File: src/rtl/rr_merge_arbiter.sv
// rr_merge_arbiter: merges NUM_INPUTS valid/ready FIFO streams into one
// registered output stream, tagging each beat with its source channel.
// Round-robin arbitration; a granted channel may hold the output for up to
// BURST_LEN consecutive beats, then the pointer rotates past it.
// Optional: define RR_MERGE_ARBITER_STATS_EN to add the saturating
// o_stall_count and per-channel o_grant_count counters.

`ifdef RR_MERGE_ARBITER_STATS_EN
// Per-lane 16-bit saturating event counter.
module rr_merge_sat_cnt (
  input  logic        i_clock,
  input  logic        i_reset_n,
  input  logic        i_inc,
  output logic [15:0] o_count
);
  // Count events, sticking at all-ones.
  always_ff @(posedge i_clock or negedge i_reset_n) begin
    if (!i_reset_n)                      o_count <= '0;
    else if (i_inc && o_count != 16'hFFFF) o_count <= o_count + 16'd1;
  end
endmodule
`endif

module rr_merge_arbiter #(
  parameter int WIDTH      = 8,
  parameter int NUM_INPUTS = 8,
  parameter int BURST_LEN  = 4
) (
  input  logic                          i_clock,
  input  logic                          i_reset_n,
  input  logic [NUM_INPUTS*WIDTH-1:0]   i_in_data,
  input  logic [NUM_INPUTS-1:0]         i_in_valid,
  output logic [NUM_INPUTS-1:0]         o_in_ready,
  output logic [WIDTH-1:0]              o_out_data,
  output logic [$clog2(NUM_INPUTS)-1:0] o_out_channel,
  output logic                          o_out_valid,
  input  logic                          i_out_ready
`ifdef RR_MERGE_ARBITER_STATS_EN
  ,
  output logic [15:0]                   o_stall_count,
  output logic [NUM_INPUTS*16-1:0]      o_grant_count
`endif
);

  localparam int         CW = $clog2(NUM_INPUTS);
  localparam logic [7:0] BL = 8'(BURST_LEN);

  localparam logic [0:0] ST_IDLE = 1'b0;
  localparam logic [0:0] ST_HOLD = 1'b1;

  logic [0:0]    state;
  logic [CW-1:0] ptr;
  logic [CW-1:0] owner;
  logic [CW-1:0] owner_inc;
  logic [7:0]    bcnt;

  logic [CW-1:0] grant;
  logic          grant_valid;
  logic          load;
  logic          xfer;
  logic [CW-1:0] idx;
  int            sum;

  logic [NUM_INPUTS-1:0][WIDTH-1:0] in_vec;
  assign in_vec = i_in_data;

  // Output register can take a beat when empty or being drained this cycle.
  assign load = !o_out_valid || i_out_ready;
  assign xfer = load && grant_valid;

  assign owner_inc = (owner == CW'(NUM_INPUTS - 1)) ? '0 : owner + 1'b1;

  // Grant select: the burst owner in HOLD, else the first valid from ptr.
  // The IDLE search runs highest offset first so the lowest offset wins.
  always_comb begin
    grant       = owner;
    grant_valid = 1'b0;
    idx         = '0;
    sum         = 0;
    if (state == ST_HOLD) begin
      grant_valid = i_in_valid[owner] && (bcnt < BL);
    end else begin
      for (int i = NUM_INPUTS - 1; i >= 0; i--) begin
        sum = int'(ptr) + i;
        if (sum >= NUM_INPUTS) sum = sum - NUM_INPUTS;
        idx = CW'(sum);
        if (i_in_valid[idx]) begin
          grant       = idx;
          grant_valid = 1'b1;
        end
      end
    end
  end

  // One-hot pop to the granted FIFO; silent while reset is held.
  always_comb begin
    o_in_ready = '0;
    if (i_reset_n && xfer) o_in_ready[grant] = 1'b1;
  end

  // Arbitration state; frozen whenever the output register is stalled.
  // In HOLD, the absence of a grant means either the owner ran dry or the
  // burst is complete, and both leave for IDLE past the owner.
  always_ff @(posedge i_clock or negedge i_reset_n) begin
    if (!i_reset_n) begin
      state <= ST_IDLE;
      ptr   <= '0;
      owner <= '0;
      bcnt  <= '0;
    end else if (load) begin
      if (state == ST_IDLE) begin
        if (xfer) begin
          state <= ST_HOLD;
          owner <= grant;
          bcnt  <= 8'd1;
        end
      end else if (xfer) begin
        bcnt <= bcnt + 8'd1;
      end else begin
        state <= ST_IDLE;
        ptr   <= owner_inc;
        bcnt  <= '0;
      end
    end
  end

  // Registered output stage; data/channel only move when a beat lands.
  always_ff @(posedge i_clock or negedge i_reset_n) begin
    if (!i_reset_n) begin
      o_out_valid   <= 1'b0;
      o_out_data    <= '0;
      o_out_channel <= '0;
    end else if (load) begin
      o_out_valid <= xfer;
      if (xfer) begin
        o_out_data    <= in_vec[grant];
        o_out_channel <= grant;
      end
    end
  end

`ifdef RR_MERGE_ARBITER_STATS_EN
  logic [NUM_INPUTS-1:0][15:0] gcnt;
  assign o_grant_count = gcnt;

  rr_merge_sat_cnt u_stall (
    .i_clock   (i_clock),
    .i_reset_n (i_reset_n),
    .i_inc     (o_out_valid && !i_out_ready),
    .o_count   (o_stall_count)
  );

  for (genvar g = 0; g < NUM_INPUTS; g++) begin : g_gcnt
    rr_merge_sat_cnt u_gcnt (
      .i_clock   (i_clock),
      .i_reset_n (i_reset_n),
      .i_inc     (xfer && (grant == CW'(g))),
      .o_count   (gcnt[g])
    );
  end
`endif

endmodule

File: config.mk
export PLATFORM = sky130hd
export DESIGN_NAME = rr_merge_arbiter
export DESIGN_NICKNAME = d
export VERILOG_FILES = /design/src/rtl/rr_merge_arbiter.sv
export SDC_FILE = /design/constraint.sdc
export NUM_CORES = 1
export LEC_CHECK = 0
export BUFFER_PORTS_ARGS = -buffer_cell sky130_fd_sc_hd__buf_2
export CAP_MARGIN = 20
export CORE_MARGIN = 3
export CORE_UTILIZATION = 47
export DETAILED_ROUTE_END_ITERATION = 6
export PLACE_DENSITY = 0.83
export RECOVER_POWER = 50
export SLEW_MARGIN = 10
export SYNTH_ARGS = -nofsm -noshare
export SYNTH_HDL_FRONTEND = slang
export SYNTH_SLANG_ARGS = --single-unit
File: constraint.sdc
create_clock -name i_clock -period 3.4 [get_ports i_clock]
set_input_delay 0.34 -clock i_clock [delete_from_list [all_inputs] [get_ports i_clock]]
set_output_delay 0.34 -clock i_clock [all_outputs]
set_load 0.005 [all_outputs]
==> summary.md, run 1 <==
| Metric | Value |
|---|---|
| Status | complete, but fails checks |
| Failing checks | setup timing |
| WS Path Type | reg -> out |
| GPL Wtd Cong | 0.969 |
| Area contributors post-synth | dfrtp_1 22%, mux2i_1 19%, mux4_2 8.3%, buf_6 3.0%, a211o_1 2.7% |
| H-tree levels | 1 |
| Pwr dens | 1250 nW/µm² |
| # fillers | 404 |
| Critical Path Start | ptr[1]$_DFFE_PN0P_ |
| Post-synthesis sequential area ratio | between 20% and 30% |
| Num CTS Buffers | 3 |
| Grt peak-use layer | met2 |
| Worst-skew pair later-pin latency | around 0.28 ns |
| Crit-path max FO | 8 |
| Setup tns final | -0.251 ns |
| Synth Instances | 303 |
| Port bufs | 94 |
| Leakage Power | 1.95 nW |
| Async SR Flop Fraction | between 90% and 100% |
| Multi-input logic area | 2420 µm² |
| Die width | 85.5 µm |
| Final setup fails | 4 |
| Peak VDD IR | ~700 µV |
| Slew @ Worst Pin | around 0.70 ns |
| Top-area cell type share of the netlist area | 21.9% |
| I/O pins | 95 |
| Power consumption | ~5.3 mW |
| Dpl ws | -0.0374 ns |
| Synth Area in Compound Gates | 19.4% |
| Clock Sinks | 26 |
| Final WS setup | -0.0862 ns |
| Synth Area in Simple Gates | 14.7% |
| Initial antenna violation count | 0 |
| Synthesis-stage register bit count | 26 |
| DRT iter0 DRCs | 333 |
| Num rows | 28 |
| Adder-cell share of the synthesized area | 2.11% |
| Synthesized Nets | 383 |
| Period utilisation layout | 103% |
| Crit path launch type | register |
| Max cap viols | 0 |
| Nets | 515 |
| Core area | 6030 µm² |
| Mapped Area | 2970 µm² |
| Height of the die | 85.5 µm |
| Post-synth EDFFs | 0 |
| All-layer global routing usage | 23.7% |
| ANT nets after route | 0 |
| M2 GR Usage | about 44% |
| Max Slew Vio Count | 0 |
| Critical path data required time | 3.06 ns |
| CTS max path bufs | 2 |
| Tmin final | about 3.5 ns |
| Fraction of layout cells with a size suffix above 1 | 52.1% |
| Most numerous cell in the Yosys netlist | mux2i_1 |
| Register area | 653 µm² |
| XOR/XNOR Fraction of Synth Area | 0.884% |
| Largest area contributor in the netlist | dfrtp_1 |
| Vias in the first global route | 2965 |
| DRC viols | 0 |
| Endpoints failing hold | 0 |
| Yosys warning count | 0 |
| Synth cell count leaders | 57 x mux2i_1, 26 x dfrtp_1, 15 x nand2_1 |
| Distinct cells, synth | 59 |
| Detailed placer's ending HPWL | about 6700 µm |
| Area Growth Syn to Fin | 43.7% |
| Max Clk Rate | 287 MHz |
| WL per Instance | 20.3 µm |
| Largest family of logic cells by synthesized area | multiplexers |
| Main synth FF type | dfrtp_1 |
| Final WL | 10400 µm |
| Global-route wire length before repair | between 10000 and 15000 µm |
| Initial DRT Pass Iterations | 5 |
| Met3 GRT Util | 2.31% |
| Fin Clk Skew | 0.00930 ns |
| Grt met1 use | a little under a third |
| CTS root buf | clkbuf_8 |
| R2R Path Start | ptr[1]$_DFFE_PN0P_ |
| CTS tree | done |
| Synthesized area per cell | 9.81 µm² |
| CTS clk-pin slew, worst paths | ~0.1 ns |
| Die Area | 7310 µm² |
| Crit end category | output pin |
| Via/cell ratio | 6.35 |
| Post-synthesis mux area share | 34.1% |
| Vias | between 3000 and 4000 |
| Arrival time at the worst endpoint | between 3 and 4 ns |
| Antenna diode count | 0 |
| Hold Crit Class | in -> async |
| Gr ovfl total | 0 |
| Hold_buf cts | 0 |
| Initial core utilization | 49.3% |
| RSZ-0062 raised after global routing | true |
| Slew margin rel. | about 53% |
| Largest net degree at the start of global routing | 29 |
## cells by family (layout without fill, tap and decap cells)
logic type               count (synthesis)  count (layout)
XOR/XNOR                                 3               3
multiplexers                            81              81
adder cells (fa/ha/maj)                  5               5
buffers and inverters                   35             166
flip-flops                              26              26
AND/OR/NAND/NOR                         84              84
AO/OA/AOI/OAI                           69              69
## critical path, stage by stage (launching register included)
cell and delay (ns):
dfrtp_2 0.46, buf_12 0.15, buf_4 0.13, mux2i_1 0.12, a2bb2o_1 0.32, nor3_1 0.61, a32oi_2 0.25, nand4_1 0.21
a22oi_4 0.09, buf_12 0.16, nor4_1 0.22, buf_2 0.16
## area by class of cell
class,instances,area share (%)
Clock inverter,1,0.703
Tap cell,75,2.20
Multi-Input combinational cell,242,56.6
Clock buffer,3,0.967
Timing Repair Buffer,149,22.9
Inverter,13,1.29
Sequential cell,26,15.3
## placed cells by master (no fill, tap or decap), types with 3 or more instances in the layout
cell type  instances
and2_1             7
nand2_1           15
buf_4             45
buf_6              4
nor2b_1            9
mux2i_1           42
a211oi_2           3
nand3_1            9
clkbuf_8           3
nor4_2             3
dfrtp_1           24
mux2i_4           12
nor2_1            12
mux4_2            11
nor3_2             5
a21oi_1            9
buf_2             94
nor3_1             4
o31ai_1            3
ha_1               3
mux2_2             7
o21ai_0            5
nor4_1             3
o32ai_1            8
a211o_1            9
inv_1              9
buf_12             5
nand2b_1           5
mux2i_2            6
## flip-flops by register name, summed over array words and instances, names as in the netlist
register,count
o_out_data,8
state,1
bcnt,8
o_out_channel,3
ptr,3
owner,3
## power breakdown
| part | leakage (nW) | total (mW) | internal (mW) | switching [mW] |
|---|---|---|---|---|
| logic | 1.59 | 4.49 | 2.23 | 2.26 |
| registers | 0.322 | 0.575 | 0.439 | 0.137 |
| clock network | 0.0357 | 0.260 | 0.158 | 0.102 |
| total | 1.95 | 5.33 | 2.83 | 2.50 |
## metal layers
metal  wire [µm]  vias up
li1            -     1427
met1        3800     1555
met2        5360      210
met3         782       42
met4         405        0
met5           0        -
## worst paths after layout
| kind | endpoint | slack [ns] | depth (start not counted) |
|---|---|---|---|
| max | o_in_ready[0] | -0.09 | 11 |
| min | bcnt[1]$_DFFE_PN0P_ | 0.06 | 1 |
| max reg2reg | o_out_data[1]$_DFFE_PN0P_ | 0.01 | 13 |
| min reg2reg | bcnt[7]$_DFFE_PN0P_ | 0.50 | 1 |
| max in group asynchronous | ptr[0]$_DFFE_PN0P_ | 2.89 | 1 |
| min in group i_clock | bcnt[0]$_DFFE_PN0P_ | 0.44 | 4 |
## stage by stage
stage                     area (µm²)  hold slack [ns]  cells  utilization, %
final                           4270           0.0566    509            70.8
after global routing            4270            0.104    509            70.8
after CTS                       3770           0.0787    481            62.6
after detailed placement        3600            0.378    474            59.7
after global placement          3600            0.368    474            59.7
after floorplan                 2970           0.0444    303               -
## repair_timing
| action | in CTS | in global routing |
|---|---|---|
| resized for setup | 16 | 49 |
| endpoints found under the setup margin | 10 | 17 |
| setup buffers | 4 | 27 |
| pin swaps | 4 | 16 |
| gates cloned | 0 | 1 |
Note: power is estimated with default switching activity, not from simulation.
==> run 2, diff against run 1 <==
--- a/config.mk
+++ b/config.mk
@@ -8,10 +8,12 @@
 export BUFFER_PORTS_ARGS = -buffer_cell sky130_fd_sc_hd__buf_2
 export CAP_MARGIN = 20
 export CORE_MARGIN = 3
-export CORE_UTILIZATION = 47
+export CORE_UTILIZATION = 48
+export CTS_BUF_LIST = sky130_fd_sc_hd__clkbuf_8
 export DETAILED_ROUTE_END_ITERATION = 6
-export PLACE_DENSITY = 0.83
+export PLACE_DENSITY = 0.8
 export RECOVER_POWER = 50
+export REMOVE_ABC_BUFFERS = 1
 export SLEW_MARGIN = 10
 export SYNTH_ARGS = -nofsm -noshare
 export SYNTH_HDL_FRONTEND = slang
==> run 2 against run 1 <==
Net effect:
- the run still ends with setup timing left
- critical path depth is 1 higher
- combinational power hardly changed
- first-iteration DRC count is 12% higher
- final area is 2.3% lower
- hold slack worse by 0.013 ns
- worst setup slack worse by 0.064 ns
- global-route usage is 1.5 points higher
- via count is 3.0% higher
- sequential cell count stayed put
- non-clock buffer count is 12 lower
- total power is 0.16% lower
- utilization is 0.78 points lower
- critical path type unchanged
- highest routed layer unchanged
==> summary.md, run 2 (same netlist as run 1, synthesis figures left out) <==
| Metric | Value |
|---|---|
| Slew margin rel. | 63.0% |
| Clock Sinks | 26 |
| All-layer global routing usage | 25.2% |
| I/O pins | 95 |
| Peak VDD IR | 701 µV |
| Worst-skew pair later-pin latency | 0.28 ns |
| Detailed placer's ending HPWL | 6570 µm |
| Arrival time at the worst endpoint | 3.21 ns |
| Crit path launch type | register |
| H-tree levels | 1 |
| Fin Clk Skew | between 0.002 and 0.003 ns |
| Core area | 5960 µm² |
| Initial antenna violation count | 0 |
| Vias | 3331 |
| Non-Filler Instances | 497 |
| Gr ovfl total | 0 |
| Antenna diode count | 0 |
| Num rows | 28 |
| Crit end category | output pin |
| Fraction of layout cells with a size suffix above 1 | 52.1% |
| Final Core Density | ~70% |
| Status | complete, but fails checks |
| Global-route wire length before repair | 14800 µm |
| Height of the die | between 80 and 90 µm |
| DP Cell Count | 475 |
| Initial DRT Pass Iterations | 6 |
| Final setup fails | 13 |
| Vias in the first global route | roughly 3000 |
| Final WS setup | -0.150 ns |
| Tmin final | around 3.5 ns |
| Final WL | 10700 µm |
| Period utilisation layout | 104% |
| Port bufs | 94 |
| Area Growth Syn to Fin | 40.4% |
| Crit-path max FO | 6 |
| CTS clk-pin slew, worst paths | around 0.10 ns |
| Endpoints failing hold | 0 |
| Nets | about 500 |
| Pwr dens | 1270 nW/µm² |
| CTS max path bufs | 2 |
| RSZ-0062 raised after global routing | true |
| Worst hold slack | between 0.04 and 0.05 ns |
| DRT iter0 DRCs | 373 |
| Largest registers | bcnt: 8 flops, o_out_data: 8 flops |
| Max Slew Vio Count | 0 |
| Slew @ Worst Pin | 0.545 ns |
| Largest net degree at the start of global routing | 29 |
| Num CTS Buffers | 3 |
| DRC viols | 0 |
| Commonest non-fill, non-tap cells in the layout | 89 x buf_2, 44 x mux2i_1, 31 x buf_4, 23 x dfrtp_1, 15 x nand2_1 |
| Max cap viols | 0 |
| Leakage Power | 1.87 nW |
| ANT nets after route | 0 |
| Hold_buf cts | 0 |
| Failing checks | setup timing |
| WS Path Type | reg -> out |
| Max Clk Rate | approximately 280 MHz |
| CTS root buf | clkbuf_8 |
| Commonest non-fill, non-tap cell in the layout | buf_2 |
| Die Area | 7170 µm² |
| WL per Instance | about 21 µm |
| Critical path data required time | about 3.1 ns |
| Initial core utilization | 49.9% |
| Die width | 84.7 µm |
| CTS tree | done |
| Hold Crit Class | in -> async |
| GPL Wtd Cong | 0.915 |
| Via/cell ratio | 6.70 |
## run 2: worst max-delay path, stage by stage (launching register included)
cell	delay, ns
dfrtp_2	0.47
inv_2	0.10
ha_4	0.14
xor2_1	0.19
buf_4	0.19
mux2i_2	0.24
nor3_1	0.11
o31ai_2	0.38
a21oi_2	0.14
o32ai_4	0.41
nand3_2	0.21
nor3_2	0.21
buf_2	0.14
## run 2: layout make-up
cell class                      instances  area [µm²]
Fill cell                             392        1780
Clock buffer                            3        41.3
Tap cell                               75        93.8
Multi-Input combinational cell        242        2440
Inverter                               13        48.8
Sequential cell                        26         654
Timing Repair Buffer                  137         867
Clock inverter                          1        30.0
## run 2: power by group
group	total, mW	internal (mW)	switching [mW]
sequential	0.593	0.439	0.154
clock	0.269	0.158	0.111
combinational	4.46	2.14	2.32
total	5.32	2.74	2.58
## run 2: repair_timing
| action | CTS | global route |
|---|---|---|
| setup endpoints to repair | 11 | 17 |
| cloned | 0 | 0 |
| buffers inserted | 9 | 10 |
| pin swaps | 5 | 16 |
| resized for setup | 12 | 70 |
## run 2: metrics by stage
stage	setup TNS (ns)	setup WS (ns)	total power, mW	instance area [µm²]
3_3_place_gp	0	0.151	3.75	3590
2_1_floorplan	-13.41	-0.909	2.84	2820
3_5_place_dp	0	0.0281	3.85	3590
4_1_cts	-0.0177	-0.00965	4.36	3790
6_report	-0.793	-0.150	5.32	4170
5_1_grt	-3.09	-0.266	5.55	4170
## run 2: final timing paths
check                                             to  slack [ns]           startpoint  cells past startpoint
setup / recovery                       o_in_ready[3]       -0.15   ptr[0]$_DFFE_PN0P_                     12
hold / removal                    ptr[2]$_DFFE_PN0P_        0.04            i_reset_n                      2
setup reg to reg           o_out_data[4]$_DFFE_PN0P_       -0.05   ptr[0]$_DFFE_PN0P_                     14
hold reg to reg                  bcnt[4]$_DFFE_PN0P_        0.49  bcnt[4]$_DFFE_PN0P_                      1
max in group asynchronous         ptr[0]$_DFFE_PN0P_        3.07            i_reset_n                      2
min in group i_clock             bcnt[1]$_DFFE_PN0P_        0.43          i_out_ready                      4
## run 2: metal layers
metal / GRT usage (%) / wire [µm]
met1: 32.0 / 3780
met2: 41.7 / 5330
met3: 6.38 / 1030
met4: 8.78 / 518
met5: 0 / 0
